==> src/rtl/reg_dump_monitor_pkg.sv <==
// reg_dump_monitor shared types and constants.
// State encoding, word tags and bus widths.
package reg_dump_monitor_pkg;

    localparam int DBG_AW = 5;
    localparam int WORD_W = 32;
    localparam int IDX_W  = 6;

    // Word tag used for the PC; register words carry their own number.
    localparam logic [IDX_W-1:0] IDX_PC = 6'd32;

    typedef enum logic [1:0] {
        S_IDLE,
        S_ADDR,
        S_SEND,
        S_DONE
    } state_e;

endpackage

==> src/rtl/reg_dump_monitor_if.sv <==
// reg_dump_monitor output stream.
// Ready/valid word channel toward the formatter.
interface reg_dump_monitor_if;
    import reg_dump_monitor_pkg::*;

    logic              out_valid;
    logic              out_ready;
    logic [WORD_W-1:0] out_data;
    logic [IDX_W-1:0]  out_idx;

    modport master (
        output out_valid,
        output out_data,
        output out_idx,
        input  out_ready
    );

    modport slave (
        input  out_valid,
        input  out_data,
        input  out_idx,
        output out_ready
    );

endinterface

==> src/rtl/reg_dump_monitor.sv <==
// reg_dump_monitor: walks the register-file debug port and
// streams PC + r0..r31 (or one register) over ready/valid.
module reg_dump_monitor
    import reg_dump_monitor_pkg::*;
#(
    parameter int NREGS = 32
) (
    input  logic              clk,
    input  logic              rst,
    input  logic              start,
    input  logic              mode_single,
    input  logic [DBG_AW-1:0] sel_ra,
    input  logic [WORD_W-1:0] pc,
    output logic [DBG_AW-1:0] dbg_ra,
    input  logic [WORD_W-1:0] dbg_rd,
    reg_dump_monitor_if.master ob,
    output logic              busy,
    output logic              halt,
    output logic              done
);

    localparam logic [IDX_W-1:0] IDX_LAST = IDX_W'(NREGS - 1);

    state_e            state_q, state_d;
    logic [DBG_AW-1:0] dbg_ra_q, dbg_ra_d;
    logic [WORD_W-1:0] out_data_q, out_data_d;
    logic [IDX_W-1:0]  out_idx_q, out_idx_d;
    logic              single_q, single_d;
    logic              accept;

    assign accept = (state_q == S_SEND) && ob.out_ready;

    // State and capture registers; reset abandons any dump at once.
    always_ff @(posedge clk or posedge rst) begin
        if (rst) begin
            state_q    <= S_IDLE;
            dbg_ra_q   <= '0;
            out_data_q <= '0;
            out_idx_q  <= '0;
            single_q   <= 1'b0;
        end else begin
            state_q    <= state_d;
            dbg_ra_q   <= dbg_ra_d;
            out_data_q <= out_data_d;
            out_idx_q  <= out_idx_d;
            single_q   <= single_d;
        end
    end

    // Next state: PC word first in full mode, then ADDR/SEND per register.
    always_comb begin
        state_d = state_q;
        case (state_q)
            S_IDLE: begin
                if (start) state_d = mode_single ? S_ADDR : S_SEND;
            end
            S_ADDR: state_d = S_SEND;
            S_SEND: begin
                if (accept) begin
                    if (single_q || out_idx_q == IDX_LAST) state_d = S_DONE;
                    else                                   state_d = S_ADDR;
                end
            end
            S_DONE:  state_d = S_IDLE;
            default: state_d = S_IDLE;
        endcase
    end

    // Capture path: latch request, read address and the word being offered.
    always_comb begin
        dbg_ra_d   = dbg_ra_q;
        out_data_d = out_data_q;
        out_idx_d  = out_idx_q;
        single_d   = single_q;
        case (state_q)
            S_IDLE: begin
                if (start) begin
                    single_d = mode_single;
                    if (mode_single) begin
                        dbg_ra_d = sel_ra;
                    end else begin
                        out_data_d = pc;
                        out_idx_d  = IDX_PC;
                    end
                end
            end
            S_ADDR: begin
                out_data_d = dbg_rd;
                out_idx_d  = {1'b0, dbg_ra_q};
            end
            S_SEND: begin
                if (accept && !single_q && out_idx_q != IDX_LAST) begin
                    if (out_idx_q == IDX_PC) dbg_ra_d = '0;
                    else dbg_ra_d = DBG_AW'(out_idx_q + 6'd1);
                end
            end
            default: begin
                dbg_ra_d = dbg_ra_q;
            end
        endcase
    end

    // Outputs decoded from state so reset clears them asynchronously.
    always_comb begin
        ob.out_valid = (state_q == S_SEND);
        busy         = (state_q == S_ADDR) || (state_q == S_SEND);
        halt         = busy;
        done         = (state_q == S_DONE);
    end

    assign ob.out_data = out_data_q;
    assign ob.out_idx  = out_idx_q;
    assign dbg_ra      = dbg_ra_q;

endmodule
==> src/flat_wrapper.sv <==
// flat-port wrapper written by rule: the top's interface ports become plain ports
module reg_dump_monitor_flat import reg_dump_monitor_pkg::*;
#(
    parameter int NREGS = 32
)
  (clk, rst, start, mode_single, sel_ra, pc, dbg_ra, dbg_rd, busy, halt, done, ob_out_valid, ob_out_data, ob_out_idx, ob_out_ready);
  reg_dump_monitor_if ob_i ();
  input  logic clk;
  input  logic rst;
  input  logic start;
  input  logic mode_single;
  input  logic [DBG_AW-1:0] sel_ra;
  input  logic [WORD_W-1:0] pc;
  output logic [DBG_AW-1:0] dbg_ra;
  input  logic [WORD_W-1:0] dbg_rd;
  output logic busy;
  output logic halt;
  output logic done;
  output wire logic [$bits(ob_i.out_valid)-1:0] ob_out_valid;
  output wire logic [$bits(ob_i.out_data)-1:0] ob_out_data;
  output wire logic [$bits(ob_i.out_idx)-1:0] ob_out_idx;
  input wire logic [$bits(ob_i.out_ready)-1:0] ob_out_ready;
  assign ob_out_valid = ob_i.out_valid;
  assign ob_out_data = ob_i.out_data;
  assign ob_out_idx = ob_i.out_idx;
  assign ob_i.out_ready = ob_out_ready;
  reg_dump_monitor #(.NREGS(NREGS)) u_core (.clk(clk), .rst(rst), .start(start), .mode_single(mode_single), .sel_ra(sel_ra), .pc(pc), .dbg_ra(dbg_ra), .dbg_rd(dbg_rd), .ob(ob_i), .busy(busy), .halt(halt), .done(done));
endmodule
==> config.mk <==
export PLATFORM = sky130hd
export DESIGN_NAME = reg_dump_monitor_flat
export DESIGN_NICKNAME = d
export VERILOG_FILES = /design/src/rtl/reg_dump_monitor_pkg.sv /design/src/rtl/reg_dump_monitor_if.sv /design/src/rtl/reg_dump_monitor.sv /design/src/flat_wrapper.sv
export SDC_FILE = /design/constraint.sdc
export NUM_CORES = 1
export LEC_CHECK = 0
export CORE_ASPECT_RATIO = 1.5
export CORE_MARGIN = 2
export CORE_UTILIZATION = 36
export DETAILED_ROUTE_END_ITERATION = 10
export MAX_ROUTING_LAYER = met4
export PLACE_DENSITY = 0.82
export SYNTH_ARGS = -nofsm -noshare
export SYNTH_HDL_FRONTEND = slang
export SYNTH_SLANG_ARGS = --single-unit
==> constraint.sdc <==
create_clock -name clk -period 1.7 [get_ports clk]
set_input_delay 0.255 -clock clk [delete_from_list [all_inputs] [get_ports clk]]
set_output_delay 0.255 -clock clk [all_outputs]
set_load 0.02 [all_outputs]
======== Word level (Yosys, flattened, before mapping) ========
Cells that the tools add are included.
storage, ports and cells
  bits in registers ....................... 46
  bits of input ports ..................... 74
  output and inout port bits .............. 47
  word-level logic and storage cells ...... 46
operators by class
  add/sub/neg operators ................... 1
  eq/ne operators ......................... 11
  muxes and demuxes ....................... 16
  reduce and logical (&&, ||, !) cells .... 13
operator list
  cell                                                                     count
  32-bit 2-to-1 mux                                                        2
  32-bit one-hot mux with 2 select lines                                   1
  5-bit 2-to-1 mux                                                         4
  6-bit 2-to-1 mux                                                         2
  6-bit one-hot mux with 2 select lines                                    1
  5-bit one-hot mux with 2 select lines                                    1
  2-bit 2-to-1 mux                                                         4
  2-bit one-hot mux with 4 select lines                                    1
  6-bit by 5-bit equality test with 1-bit output, second input constant    1
  6-bit equality test, second input constant                               1
  2-bit inequality test, second input constant                             3
  6-bit by 5-bit inequality test with 1-bit output, second input constant  1
  5-bit by 1-bit adder with 5-bit output, second input constant            1
  2-bit equality test, second input constant                               2
  2-bit by 1-bit inequality test with 1-bit output, second input constant  2
  2-bit AND reduction                                                      2
  4-bit AND reduction                                                      1
  2-bit nonzero test                                                       2
  1-bit logical AND                                                        3
  3-bit AND reduction                                                      1
  2-bit by 1-bit equality test with 1-bit output, second input constant    1
  2-bit zero test                                                          1
  1-bit logical OR                                                         2
  1-bit zero test                                                          1

======== Longest topological paths before layout ========
Gate-level depths: netlist of the first run.
  word-level depth ........................ 6
  depth in mapped cells ................... 8
  gate-level depth less buffers ........... 6

======== Least setup slack after synthesis of the first run ========
No wires, ideal clock.
  kind .................................... register to register
  start ................................... register u_core.state_q[0]
  end ..................................... register u_core.dbg_ra_q[0] (netlist: u_core.dbg_ra[0])
  library setup time ...................... 125 ps
  arrival ................................. 1742 ps
  data required time ...................... 1575 ps
  setup slack ............................. -167 ps
  cell stages (with the launch flop) ...... 8
  buffers on the path ..................... 1
  clock period less this slack ............ 1867 ps
  cell sequence ........................... dfrtp_1 -> inv_1 -> ha_1 -> buf_4 -> inv_4 -> o41ai_4 -> nor3_4 -> mux2_4
between the ends
  cells in the longest elaborated chain, start to end .. 6
  elaborated cells on any way between the ends .. 11
  those cells by class .................... 4 x eq/ne; 1 x mux; 6 x reduce/logical
RTL lines
  what                                                        RTL line                text
  start: declaration                                          reg_dump_monitor.sv:24  state_e state_q, state_d;
  start signal: assignment                                    reg_dump_monitor.sv:42  state_q <= state_d;
  2-bit equality test (*)                                     --
  via ob_out_valid                                            flat_wrapper.sv:19      output wire logic [$bits(ob_i.out_valid)-1:0] ob_out_valid;
  1-bit logical AND                                           reg_dump_monitor.sv:31  assign accept = (state_q == S_SEND) && ob.out_ready;
  1-bit logical AND (2 in a row)                              reg_dump_monitor.sv:92  if (accept && !single_q && out_idx_q != IDX_LAST) begin
  2-bit by 1-bit inequality test with 1-bit output (no line)  --
  4-bit AND reduction (no line)                               --
  end signal: assignment                                      reg_dump_monitor.sv:43  dbg_ra_q <= dbg_ra_d;
  end: declaration                                            reg_dump_monitor.sv:25  logic [DBG_AW-1:0] dbg_ra_q, dbg_ra_d;
The timed path passes the listed nets; every way through them passes the cells marked *.
A chain may end at the register's enable or synchronous reset.

======== Worst setup path after layout of the first run ========
  start ................................... register u_core.out_idx_q[0] (netlist: u_core.ob.out_idx[0])
  end ..................................... register u_core.dbg_ra_q[4] (netlist: u_core.dbg_ra[4])
between the ends
  cells in the longest elaborated chain, start to end .. 4
  elaborated cells on any way between the ends .. 9
  those cells by class .................... 1 x add/sub; 3 x eq/ne; 3 x mux; 2 x reduce/logical
RTL lines
  what                                                                                  RTL line                                        text
  start: declaration                                                                    reg_dump_monitor.sv:27                          logic [IDX_W-1:0] out_idx_q, out_idx_d;
  start signal: assignment                                                              reg_dump_monitor.sv:45                          out_idx_q <= out_idx_d;
  5-bit by 1-bit adder with 5-bit output (tied with other cells)                        reg_dump_monitor.sv:94                          else dbg_ra_d = DBG_AW'(out_idx_q + 6'd1);
  5-bit 2-to-1 mux or 1-bit logical AND (tied branches)                                 reg_dump_monitor.sv:93, reg_dump_monitor.sv:92
  5-bit 2-to-1 mux or 2-bit by 1-bit inequality test with 1-bit output (tied branches)  --
  5-bit one-hot mux with 2 select lines or 4-bit AND reduction (tied branches)          --
Parallel ways exist; a longest one is shown, timed or not. The select of a mux whose other input is x is not followed.

==> impl_results.md, run 1 <==
* Worst-path clk slew at 0.09 ns
* Max FO, Critical Path at 2
* Flop2flop setup slack at 0.03 ns
* Clk Latency, worst-skew pair at approximately 0.3 ns
* Critical path's slowest cell: dfrtp_2
* Mux share of post-synthesis cell area at 18.0%
* Top cell types by occurrence after synthesis: dfrtp_1, nor2_1, a21oi_1
* Chip Height at 102 um
* Largest net degree at the start of global routing at 51
* CP delay by family, top: flip-flops
* Worst Max-Slew Pin Slew at roughly 0.36 ns
* Die W at 69.7 um
* Synth Area in Simple Gates at 9.30%
* Synth async-reset ratio at 100%
* CP Cell Sequence: ha_4 > nand3_4 > o41ai_4 > nor3_4 > buf_6 > mux2_4
* Post-route insts no fill at between 400 and 500
* Final HPWL DP at 5030 um
* # clock sinks at 46
* # diodes at 0
* Initial Util at 37.4%
* Levels on crit path at 6
* Clock Skews at 0.0106 ns
* Most frequent cell after synthesis: dfrtp_1
* Routed len/inst at 15.4 um
* Design area at 3960 sq um
* Psw at 3.06 mW
* Lkg Pwr at around 1.7 nW
* Fin. Hold Viols at 0
* Final nets at 438
* R2R Path End: u_core.dbg_ra[4]
* IO Count at 121
* CTS Buf Count at 5
* Sequential fraction of the synthesis area at 49.5%
* Area growth from synthesis to layout at 70.2%
* Sw Ratio at a little over two fifths
* Worst EP arrival at 1.85 ns
* Power Density at 1850 nW/um^2
* Hold WS at 0.314 ns
* Main combinational cell family by area after synthesis: multiplexers
* Yosys top cell area share at 49.5%
* Overall global routing resource usage at between 10% and 20%
* Worst min path class: input pin to asynchronous set/reset pin
* Synth area leader: dfrtp_1
* Total Neg Setup Slack at 0 ns
* R2R Path Start: u_core.ob.out_idx[0]
* Vias in the first global route at 2199
* Int Pwr at 4.28 mW
* Vias at 2140
* R2r worst-path depth at 6
* CTS Root Cell: clkbuf_8
* Synthesized cell area at about 2300 sq um
* Synth Area in XOR/XNOR at 1.13%
* DR pass1 iterations at 4
* First-pass GRT wire length at 10400 um
* Synth Area in Adders at 3.23%
* Max frequency at 598 MHz
* CTS max path bufs at 2
* Slowest stage delay, CP at 0.40 ns
* Core ar. at 6220 sq um
* Grt total ovfl at 0
* Ys flop type: dfrtp_1
* CTS tree: yes
* Final period util at 98.3%
* Seq pwr share at 27.1%
* Compound-cell area share of the yosys netlist at 13.6%
* Setup ws final at between 0.02 and 0.03 ns
* Largest cells by area after synthesis: dfrtp_1, mux2i_1, a21oi_1, nor2_1, ha_1
* Post-Place Worst Slack at -0.0691 ns
* Final setup fails at 0
* Clk pwr share at a little under a tenth
* DRT antenna net count at 0
* Avg Cell Area, Syn at approximately 11 sq um
* Startpoint types: flop
* Initial antenna violation count at 0
* Fraction of layout cells with a size suffix above 1 at ~16%
* Port bufs at 120
* Tmin final at 1.67 ns
* Final GP Congestion at about 0.81
* Rel. slew slack at around three quarters
* Die footprint at 7140 sq um
* Worst EP required at between 1.5 and 2 ns
* Buf/Inv on CP at 1
* Mapped Nets at 300
* DR vias/cell at about 5
* Synthesized flop and latch total at 46
* Post-CTS Hold Fix Bufs at 0
* Outcome: complete, no violations
* Std-Cell Rows at 35
* EDFF count, synth at 0
* Cell area after placement at 3760 sq um
* Max_cap viols at 0
* Max Slew Vio Count at 0
* Drt drc at 0
* Logic pwr share at 63.5%
* Synth Warn # at 0
* Cell Count Post-Placement at roughly 420
* Max rail drop VDD at 0.990 mV
* WS Path Type: flop to flop
* DR iter-0 viols at roughly 100
* Critical Path End Type: flop
* Cell count after synthesis at 220
* H-Tree Level Count at 2
* Final WL at 6660 um
* Yosys cell types at 27
==> tightest hold or removal path, stage by stage <==
cell and delay [ns]:
clkdlybuf4s50_1 0.41, inv_2 0.06, buf_4 0.28
==> how the worst max path moves through the flow <==
| stage | start | end | slack [ns] |
|---|---|---|---|
| floorplan | u_core.state_q[1] | u_core.dbg_ra[0] | 0.002 |
| global placement | mode_single | u_core.dbg_ra[3] | -0.02 |
| detailed placement | mode_single | u_core.dbg_ra[3] | -0.07 |
| CTS | u_core.state_q[0] | u_core.dbg_ra[4] | -0.008 |
| global route | u_core.state_q[1] | u_core.dbg_ra[4] | -0.02 |
| finish | u_core.ob.out_idx[0] | u_core.dbg_ra[4] | 0.03 |
==> logic make-up (layout without fill, tap and decap cells) <==
family          Yosys count  in the layout
compound gates           51             51
simple gates             50             50
flops                    46             46
mux                      39             39
buf+inv                  25            164
fa+ha+maj                 6              6
xor+xnor                  3              3
==> flip-flops by register name (all words and copies together), names as in the netlist <==
name / count
u_core.dbg_ra: 5
u_core.ob.out_data: 32
u_core.ob.out_idx: 6
u_core.single_q: 1
u_core.state_q: 2
==> routing by layer <==
metal  wire, um  up-vias  track usage (%)
met5          0        -                -
met4        126        0             6.21
met3        287       12             3.25
met2       3730       78             35.1
met1       2510     1018             20.5
li1           -     1032                -
==> per-stage QoR <==
step | utilization (%) | total power [mW]
5_1_grt | 63.7 | 7.82
3_5_place_dp | 60.4 | 6.50
3_3_place_gp | 60.4 | 6.36
2_1_floorplan | - | 4.54
6_report | 63.7 | 7.34
4_1_cts | 62.2 | 7.21
==> cell type report <==
cell class	count	area [sq um]
Clock inverter	1	5.00
Timing Repair Buffer	146	1440
Inverter	10	42.5
Sequential cell	46	1150
Fill cell	511	2260
Tap cell	74	92.6
Clock buffer	7	86.3
Multi-Input combinational cell	149	1140
==> cells in the final DEF (no fill, tap or decap), types with 3 or more instances in the layout <==
cell               n
a21oi_1           34
buf_4             20
buf_6              4
clkbuf_8           6
clkdlybuf4s50_1  112
dfrtp_1           44
dlygate4sd2_1      5
dlymetal6s2s_1     3
ha_4               3
inv_1              5
inv_2              4
mux2_4             5
mux2i_1           32
nand2_1            5
nand3_1            6
nor2_1            35
o21ai_1            6
xnor2_1            3
==> timing repair <==
action,4_1_cts,5_1_grt
pin swaps,2,2
cloned,0,1
endpoints found under the setup margin,10,40
gates resized for setup,8,13
buffers inserted,2,5
hold endpoints to repair,0,0
==> power by group through the flow <==
stage / Clock (mW) / Combinational [mW] / Sequential [mW]
final: 0.693 / 4.66 / 1.99
after floorplan: 0 / 1.94 / 2.60
after global placement: 0 / 4.40 / 1.96
after CTS: 0.717 / 4.52 / 1.97
after global routing: 0.760 / 5.01 / 2.05
after detailed placement: 0 / 4.51 / 1.99
Power figures use the tool's default switching activity.
==> run 2: changes to the inputs <==
--- a/config.mk
+++ b/config.mk
@@ -7,10 +7,10 @@
 export LEC_CHECK = 0
 export CORE_ASPECT_RATIO = 1.5
 export CORE_MARGIN = 2
-export CORE_UTILIZATION = 36
+export CORE_UTILIZATION = 29
 export DETAILED_ROUTE_END_ITERATION = 10
 export MAX_ROUTING_LAYER = met4
-export PLACE_DENSITY = 0.82
+export PLACE_DENSITY = 0.69
 export SYNTH_ARGS = -nofsm -noshare
 export SYNTH_HDL_FRONTEND = slang
 export SYNTH_SLANG_ARGS = --single-unit
==> run 2 against run 1 <==
  * Hold slack got worse by 0.0012 ns
  * Routed wire length fell by 2.6%
  * First-iteration DRC count is 15% higher
==> impl_results.md, run 2 (same netlist as run 1, synthesis figures left out) <==
* Vias at 2096 (-2.1%)
* Core ar. at 7910 sq um (+27%)
* CTS Buf Count at 5 (unchanged)
* Total Neg Setup Slack at 0 ns (unchanged)
* WL met2 at 3670 um (-1.7%)
* Cell Count Post-Placement at 449 (+7.2%)
* Critical path's slowest cell: o41ai_4
* Tmin final at 1.70 ns (+0.0264 ns)
* Outcome: complete, no violations
* Max FFs per register at 32 (unchanged)
* Post-route insts no fill at 462 (+6.7%)
* Initial antenna violation count at 0 (unchanged)
* Max frequency at 589 MHz (-1.6%)
* CTS max path bufs at 2 (unchanged)
* Final setup fails at 0 (unchanged)
* RSZ-0062 raised after global routing: yes
* Die footprint at 8770 sq um (+23%)
* Top sig layer: met4
* Drt drc at 0 (unchanged)
* Final nets at 436 (-0.46%)
* Port bufs at 120 (unchanged)
* Final HPWL DP at 4900 um (-2.4%)
* Critical Path End Type: flop
* Die W at 77.1 um (+11%)
* Chip Height at 114 um (+11%)
* Largest net degree at the start of global routing at 47 (-7.8%)
* Commonest non-fill, non-tap cells in the layout: clkdlybuf4s50_1, dfrtp_1, nor2_1
* Max rail drop VDD at 0.760 mV (-23%)
* Fraction of layout cells with a size suffix above 1 at 15.4% (-0.75 points)
* CP Cell Sequence: ha_1 > nand3_2 > o41ai_4 > nor3_4 > buf_12 > mux2_4
* Startpoint types: flop
* Lkg Pwr at 1.68 nW (-0.41%)
* Clock Skews at 0.00527 ns (-0.00537 ns)
* Max FO, Critical Path at 5 (+3)
* Routed len/inst at 14.0 um (-8.7%)
* Final period util at 99.9% (+1.6 points)
* WS Path Type: flop to flop
* Fin. Hold Viols at 0 (unchanged)
* # diodes at 0 (unchanged)
* First-pass GRT wire length at 10700 um (+3.0%)
* Rel. slew slack at 77.5% (+1.6 points)
* Max_cap viols at 0 (unchanged)
* Worst EP required at 1.86 ns (-0.02 ns)
* DR iter-0 viols at 118 (+15%)
* DR pass1 iterations at 4 (unchanged)
* Slowest stage delay, CP at 0.39 ns (about the same)
* Worst Max-Slew Pin Slew at 0.336 ns (-0.0240 ns)
* CTS Root Cell: clkbuf_16
* Worst EP arrival at 1.86 ns (about the same)
* Std-Cell Rows at 40 (+14%)
* Initial Util at 29.4% (-8.0 points)
* DRT antenna net count at 0 (unchanged)
* Vias in the first global route at 2147 (-2.4%)
* Overall global routing resource usage at 15.5% (-3.4 points)
* Worst-path clk slew at 0.07 ns (-0.02 ns)
* Met3 WL post-DR at 235 um (-18%)
* CTS tree: yes
* Layout fillers at 752 (+47%)
* Pwr Total at 7.72 mW (+5.1%)
* Clk Latency, worst-skew pair at 0.28 ns (-0.02 ns)
* Worst min path class: input pin to asynchronous set/reset pin
* IO Count at 121 (unchanged)
* H-Tree Level Count at 2 (unchanged)
* DR vias/cell at 4.54 (-8.2%)
* Met1 Wirelength at 2510 um (-0.24%)
* Power Density at 1900 nW/um^2 (+2.5%)
* Final GP Congestion at 0.823 (+2.1%)
* Area growth from synthesis to layout at 74.6%
* Most common cell after layout, fill and taps aside: clkdlybuf4s50_1
* # clock sinks at 46 (unchanged)
* Post-CTS Hold Fix Bufs at 0 (unchanged)
* Final WL at 6480 um (-2.6%)
* Grt total ovfl at 0 (unchanged)
* Max Slew Vio Count at 0 (unchanged)
## run 2: changes by cell type in the layout (fill, tap and decap cells not counted), moves of 2 or more
cell	delta
buf_12	+5
buf_4	-3
buf_6	-3
clkbuf_16	+4
clkbuf_8	-3
clkdlybuf4s15_1	+2
clkdlybuf4s50_1	+3
dlygate4sd2_1	-3
dlymetal6s2s_1	-2
## run 2: stage by stage
step / hold slack (ns) / setup slack, ns / util (%) / cell area [sq um]
after floorplan: 0.351 / 0.00166 / - / 2360
after global placement: 0.506 / -0.0474 / 48.4 / 3830
after detailed placement: 0.518 / -0.0508 / 48.4 / 3830
after CTS: 0.333 / -0.0157 / 51.0 / 4040
after global routing: 0.352 / -0.0746 / 51.4 / 4060
final: 0.313 / 0.00188 / 51.4 / 4060
## run 2: worst paths after layout
path                                               end  depth (start not counted)              startpoint  slack (ns)
worst max-delay path                  u_core.dbg_ra[4]                          6    u_core.ob.out_idx[0]       0.002
min in group clk                u_core.ob.out_data[22]                          2  u_core.ob.out_data[22]        0.52
worst max register to register        u_core.dbg_ra[4]                          6    u_core.ob.out_idx[0]       0.002
max in group asynchronous            u_core.state_q[0]                          3                     rst        1.15
worst min-delay path              u_core.ob.out_idx[2]                          3                     rst        0.31
worst min register to register  u_core.ob.out_data[22]                          2  u_core.ob.out_data[22]        0.52
## run 2: report_power, final
part	switching, mW	internal, mW	total, mW	leakage, nW
sequential	0.313	1.64	1.96	0.526
combinational	2.33	2.36	4.69	1.07
clock	0.405	0.666	1.07	0.0832
total	3.05	4.67	7.72	1.68
## run 2: layer usage
metal  track usage [%]  vias up
met5                 -        -
met4              4.40        0
met3              2.37        6
met2              29.0       66
met1              16.9      994
li1                  -     1030
## run 2: area by class of cell
class | count | area [sq um] | share of cell area [%]
timing repair buffer | 144 | 1460 | 35.9
inverter | 10 | 42.5 | 1.05
tap | 105 | 131 | 3.23
clock buffer | 8 | 166 | 4.09
multi-input combinational | 149 | 1110 | 27.3
sequential | 46 | 1150 | 28.4
## run 2: repair_timing
action                     in CTS  in global routing
pin swaps                       3                  1
setup endpoints to repair       9                 21
buffers inserted                5                  1
resized for setup               5                  7
## run 2: worst max-delay path, delay by kind of cell, from the launching register on
kind / cells / cell delay [ns]
buffers and inverters: 1 / 0.14
adders and majority gates: 1 / 0.18
muxes: 1 / 0.29
DFF: 1 / 0.36
AOI/OAI and AO/OA: 1 / 0.39
and+or+nand+nor: 2 / 0.21
==> edit 1: new RTL, flow settings as in run 1 <==
The package constant `WORD_W` goes from 32 to 48.
--- a/src/rtl/reg_dump_monitor_pkg.sv
+++ b/src/rtl/reg_dump_monitor_pkg.sv
@@ -3,7 +3,7 @@
 package reg_dump_monitor_pkg;
 
     localparam int DBG_AW = 5;
-    localparam int WORD_W = 32;
+    localparam int WORD_W = 48;
     localparam int IDX_W  = 6;
 
     // Word tag used for the PC; register words carry their own number.
Ports: changed (resized dbg_rd, ob_out_data and pc); port bits go from 121 to 169. No check against the original RTL was run, so the function may have changed too.
==> edit 1 against run 1 <==
The run now ends with negative setup slack left; total power is 50% higher; setup slack got worse by 0.040 ns; routed wire length increased by 46%; design area grew 41%; synthesized area increased by 31%; sequential cell count rose by 16; combinational power rose by 38%; global-route usage increased by 1.3 points; critical path type unchanged; critical endpoint unchanged.
==> edit 1: results (changes against run 1) <==
Route
  – Avg WL per Cell: 16.4 µm (+6.5%)
  – Metal2 WL: 5.42 mm (+45%)
  – Vias/cell: 4.91 (-0.60%)

Global route
  – Vias in the first global route: 3030 (+38%)
  – Overall routing resource usage: 0.202 (+0.0135)

Timing
  – Setup TNS: -0.0198 ns (-0.0198 ns)
  – Worst slew margin: 0.746 (-0.0125)
  – Final setup fails: 3 (+3)
  – Final WS setup: -0.0119 ns (-0.0402 ns)

Cells and area
  – Fillers: 652 (+28%)
  – Seq cells: 62 (+35%)
  – ClkCell Share: 0.0565 (+0.0334)
  – Area of the multi-input gates: 0.00142 mm² (+25%)
  – Max reg flops: 48 (+50%)

Placed design
  – Cell Count Post-Placement: 567 (+35%)
  – Gpl congestion: 0.817 (+1.4%)

Logic synthesis
  – Synth top area share: 0.510 (+0.0152)
  – Syn_area_per_cell: 10.6 µm² (-0.12%)
  – Compound-cell area share of the yosys netlist: 0.130 (-0.00650)
  – Post-synth cell types: 28 (+3.7%)

Clock network
  – Post-CTS Setup Inserts: 4 (+2)
  – Htree depth: 3 (+1)

Pwr
  – Tot Pwr: 11.0 mW (+50%)
  – LEAKAGE: 2.34 nW (+39%)
  – P_seq: 2.67 mW (+34%)
  – Worst VDD drop: 1.04 mV (+4.7%)

Run status
  – Run status: complete, but fails checks
  – Failing checks: negative setup slack
-- edit 1: worst max-delay path: stages, from the launching register on --
cell and delay (ns):
dfrtp_2 0.36, ha_1 0.19, nand3_2 0.12, o41ai_4 0.40, nor3_4 0.09, buf_12 0.15, mux2_4 0.29
-- edit 1: worst paths after layout --
kind / from / end / slack (ns)
setup / recovery: u_core.ob.out_idx[0]$_DFFE_PP0P_ / u_core.dbg_ra[4]$_DFFE_PP0P_ / -0.01
hold / removal: rst / u_core.ob.out_data[27]$_DFFE_PP0P_ / 0.30
setup reg to reg: u_core.ob.out_idx[0]$_DFFE_PP0P_ / u_core.dbg_ra[4]$_DFFE_PP0P_ / -0.01
hold reg to reg: u_core.ob.out_data[28]$_DFFE_PP0P_ / u_core.ob.out_data[28]$_DFFE_PP0P_ / 0.52
max in group asynchronous: rst / u_core.ob.out_data[20]$_DFFE_PP0P_ / 0.95
min in group clk: u_core.ob.out_data[28]$_DFFE_PP0P_ / u_core.ob.out_data[28]$_DFFE_PP0P_ / 0.52
==> edit 2: new RTL, config.mk and constraints of run 1 <==
Made on the original files. Re-encode `state_e` (4 states) as one-hot, 4 bits wide.
--- a/src/rtl/reg_dump_monitor_pkg.sv
+++ b/src/rtl/reg_dump_monitor_pkg.sv
@@ -9,11 +9,11 @@
     // Word tag used for the PC; register words carry their own number.
     localparam logic [IDX_W-1:0] IDX_PC = 6'd32;
 
-    typedef enum logic [1:0] {
-        S_IDLE,
-        S_ADDR,
-        S_SEND,
-        S_DONE
+    typedef enum logic [3:0] {
+        S_IDLE = 4'b0001,
+        S_ADDR = 4'b0010,
+        S_SEND = 4'b0100,
+        S_DONE = 4'b1000
     } state_e;
 
 endpackage
Formal check against the unedited RTL: same outputs for any inputs over 10 cycles, from zero or initial values and one cycle with rst high; not proved beyond that.
==> edit 2 against run 1 <==
The run now ends with negative setup slack left; synthesized area increased by 4.2%; die area increased by 4.0%; routed wire length increased by 18%; design area increased by 15%; sequential share of layout area decreased by 2.8 points; total power increased by 2.4%; sequential cell count increased by 2; setup slack got worse by 0.41 ns; critical endpoint is now u_core.dbg_ra[1]$_DFFE_PP0P_; largest cell class unchanged; largest power group unchanged.
==> edit 2: results (changes against run 1) <==
Die
  – Core area: 0.00653 mm² (+5.0%)

Clock network
  – Post-CTS Setup Inserts: 8 (+6)
  – Sinks on Clock Net: 48 (+4.3%)

Global route
  – GRT met2 Usage: 0.364 (+0.0132)
  – Overall routing resource usage: 0.199 (+0.0103)
  – GR Util met1: 0.206 (+0.00100)
  – Vias in the first global route: 2362 (+7.4%)
  – Global-route wire length before repair: 11.4 mm (+9.9%)

Placed design
  – Placed Area: 0.00393 mm² (+4.5%)
  – Post-DP HPWL: 5.09 mm (+1.3%)

Logic synthesis
  – Post-Syn Nets: 264 (-12%)
  – Most common library cells after synthesis: mux2_2, dfrtp_1, nand2_1, o21ai_0, inv_1
  – Post-synth cell types: 31 (+15%)
  – Sequential fraction of the synthesis area: 0.496 (+0.000993)

Cells and area
  – Buffering overhead: 0.379 (+0.0142)
  – Area of the multi-input gates: 0.00141 mm² (+24%)
  – Seq/total area: 0.264 (-0.0275)
  – Layout cells sized above 1: 0.414 (+0.252)
  – ClkCell Share: 0.0198 (-0.00330)
  – Layout area overhead: 87.9%
  – CLK BUF: 8 (+1)
  – Non-clock inverter count: 7 (-3)
  – Final #Nets: 428 (-2.3%)
  – Multi-input comb cells: 123 (-17%)
  – Bufs w/o clock: 167 (+14%)

Route
  – Met1 wire length: 2.84 mm (+13%)
  – Initial drt markers: 91 (-12%)
  – Metal2 WL: 4.39 mm (+18%)
  – Vias/cell: 5.08 (+2.8%)
  – Avg WL per Cell: 18.3 µm (+19%)
  – Metal3 WL: 352 µm (+23%)

Run status
  – Failing checks: negative setup slack
  – Run status: complete, but fails checks

Worst setup path
  – Top delay family on crit path: simple AND/OR/NAND/NOR gates
  – CP max-delay cell: or4b_4
  – Worst setup path start: u_core.state_q[1]$_DFFE_PP0P_
  – Crit path largest cell delay: 0.53 ns (+0.13 ns)

Timing
  – Final setup fails: 48 (+48)
  – Final WS setup: -0.383 ns (-0.412 ns)
  – Final Skew: 0.00587 ns (-0.00476 ns)
  – Setup TNS: -14.72 ns (-14.72 ns)

Pwr
  – Worst VDD drop: 0.838 mV (-15%)
[edit 2: changes by cell type after synthesis, sizes merged, moves of 4 or more]
cell,run 1,this run
buf,13,6
mux2,7,69
ha,6,2
inv,10,6
a21oi,34,3
nand2,6,11
nand3,7,3
mux2i,32,0
nor2,35,4
[edit 2: stage by stage]
step	instances	total power, mW
2_1_floorplan	188	4.04
3_3_place_gp	401	5.78
3_5_place_dp	401	5.86
4_1_cts	417	6.87
5_1_grt	429	7.87
6_report	429	7.52
[edit 2: logic make-up after synthesis]
| family | share of synthesized area |
|---|---|
| flip-flops | 0.496 |
| XOR/XNOR | 0.0108 |
| buffers and inverters | 0.0340 |
| multiplexers | 0.320 |
| AO/OA/AOI/OAI | 0.0686 |
| AND/OR/NAND/NOR | 0.0603 |
| adder cells (fa/ha/maj) | 0.0103 |
[edit 2: worst register-to-register path, stage by stage, from the launching register on]
cell and delay, ns:
dfrtp_1 0.42, or4b_4 0.54, buf_6 0.15, clkinv_8 0.04
o211ai_4 0.06, a221oi_4 0.28, buf_4 0.19, mux2_4 0.30
[edit 2: final timing paths]
path                                                      end  slack, ns  cells after the start
min in group clk           u_core.ob.out_data[28]$_DFFE_PP0P_       0.51                      1
hold reg to reg            u_core.ob.out_data[28]$_DFFE_PP0P_       0.51                      1
max in group asynchronous       u_core.state_q[0]$_DFFE_PP1P_       1.10                      3
hold / removal             u_core.ob.out_data[31]$_DFFE_PP0P_       0.30                      3
setup / recovery                 u_core.dbg_ra[1]$_DFFE_PP0P_      -0.38                      7
setup reg to reg                 u_core.dbg_ra[1]$_DFFE_PP0P_      -0.38                      7
[edit 2: where the power goes]
part | switching, mW | internal, mW
Sequential | 0.353 | 1.71
Clock | 0.374 | 0.333
Combinational | 2.01 | 2.73
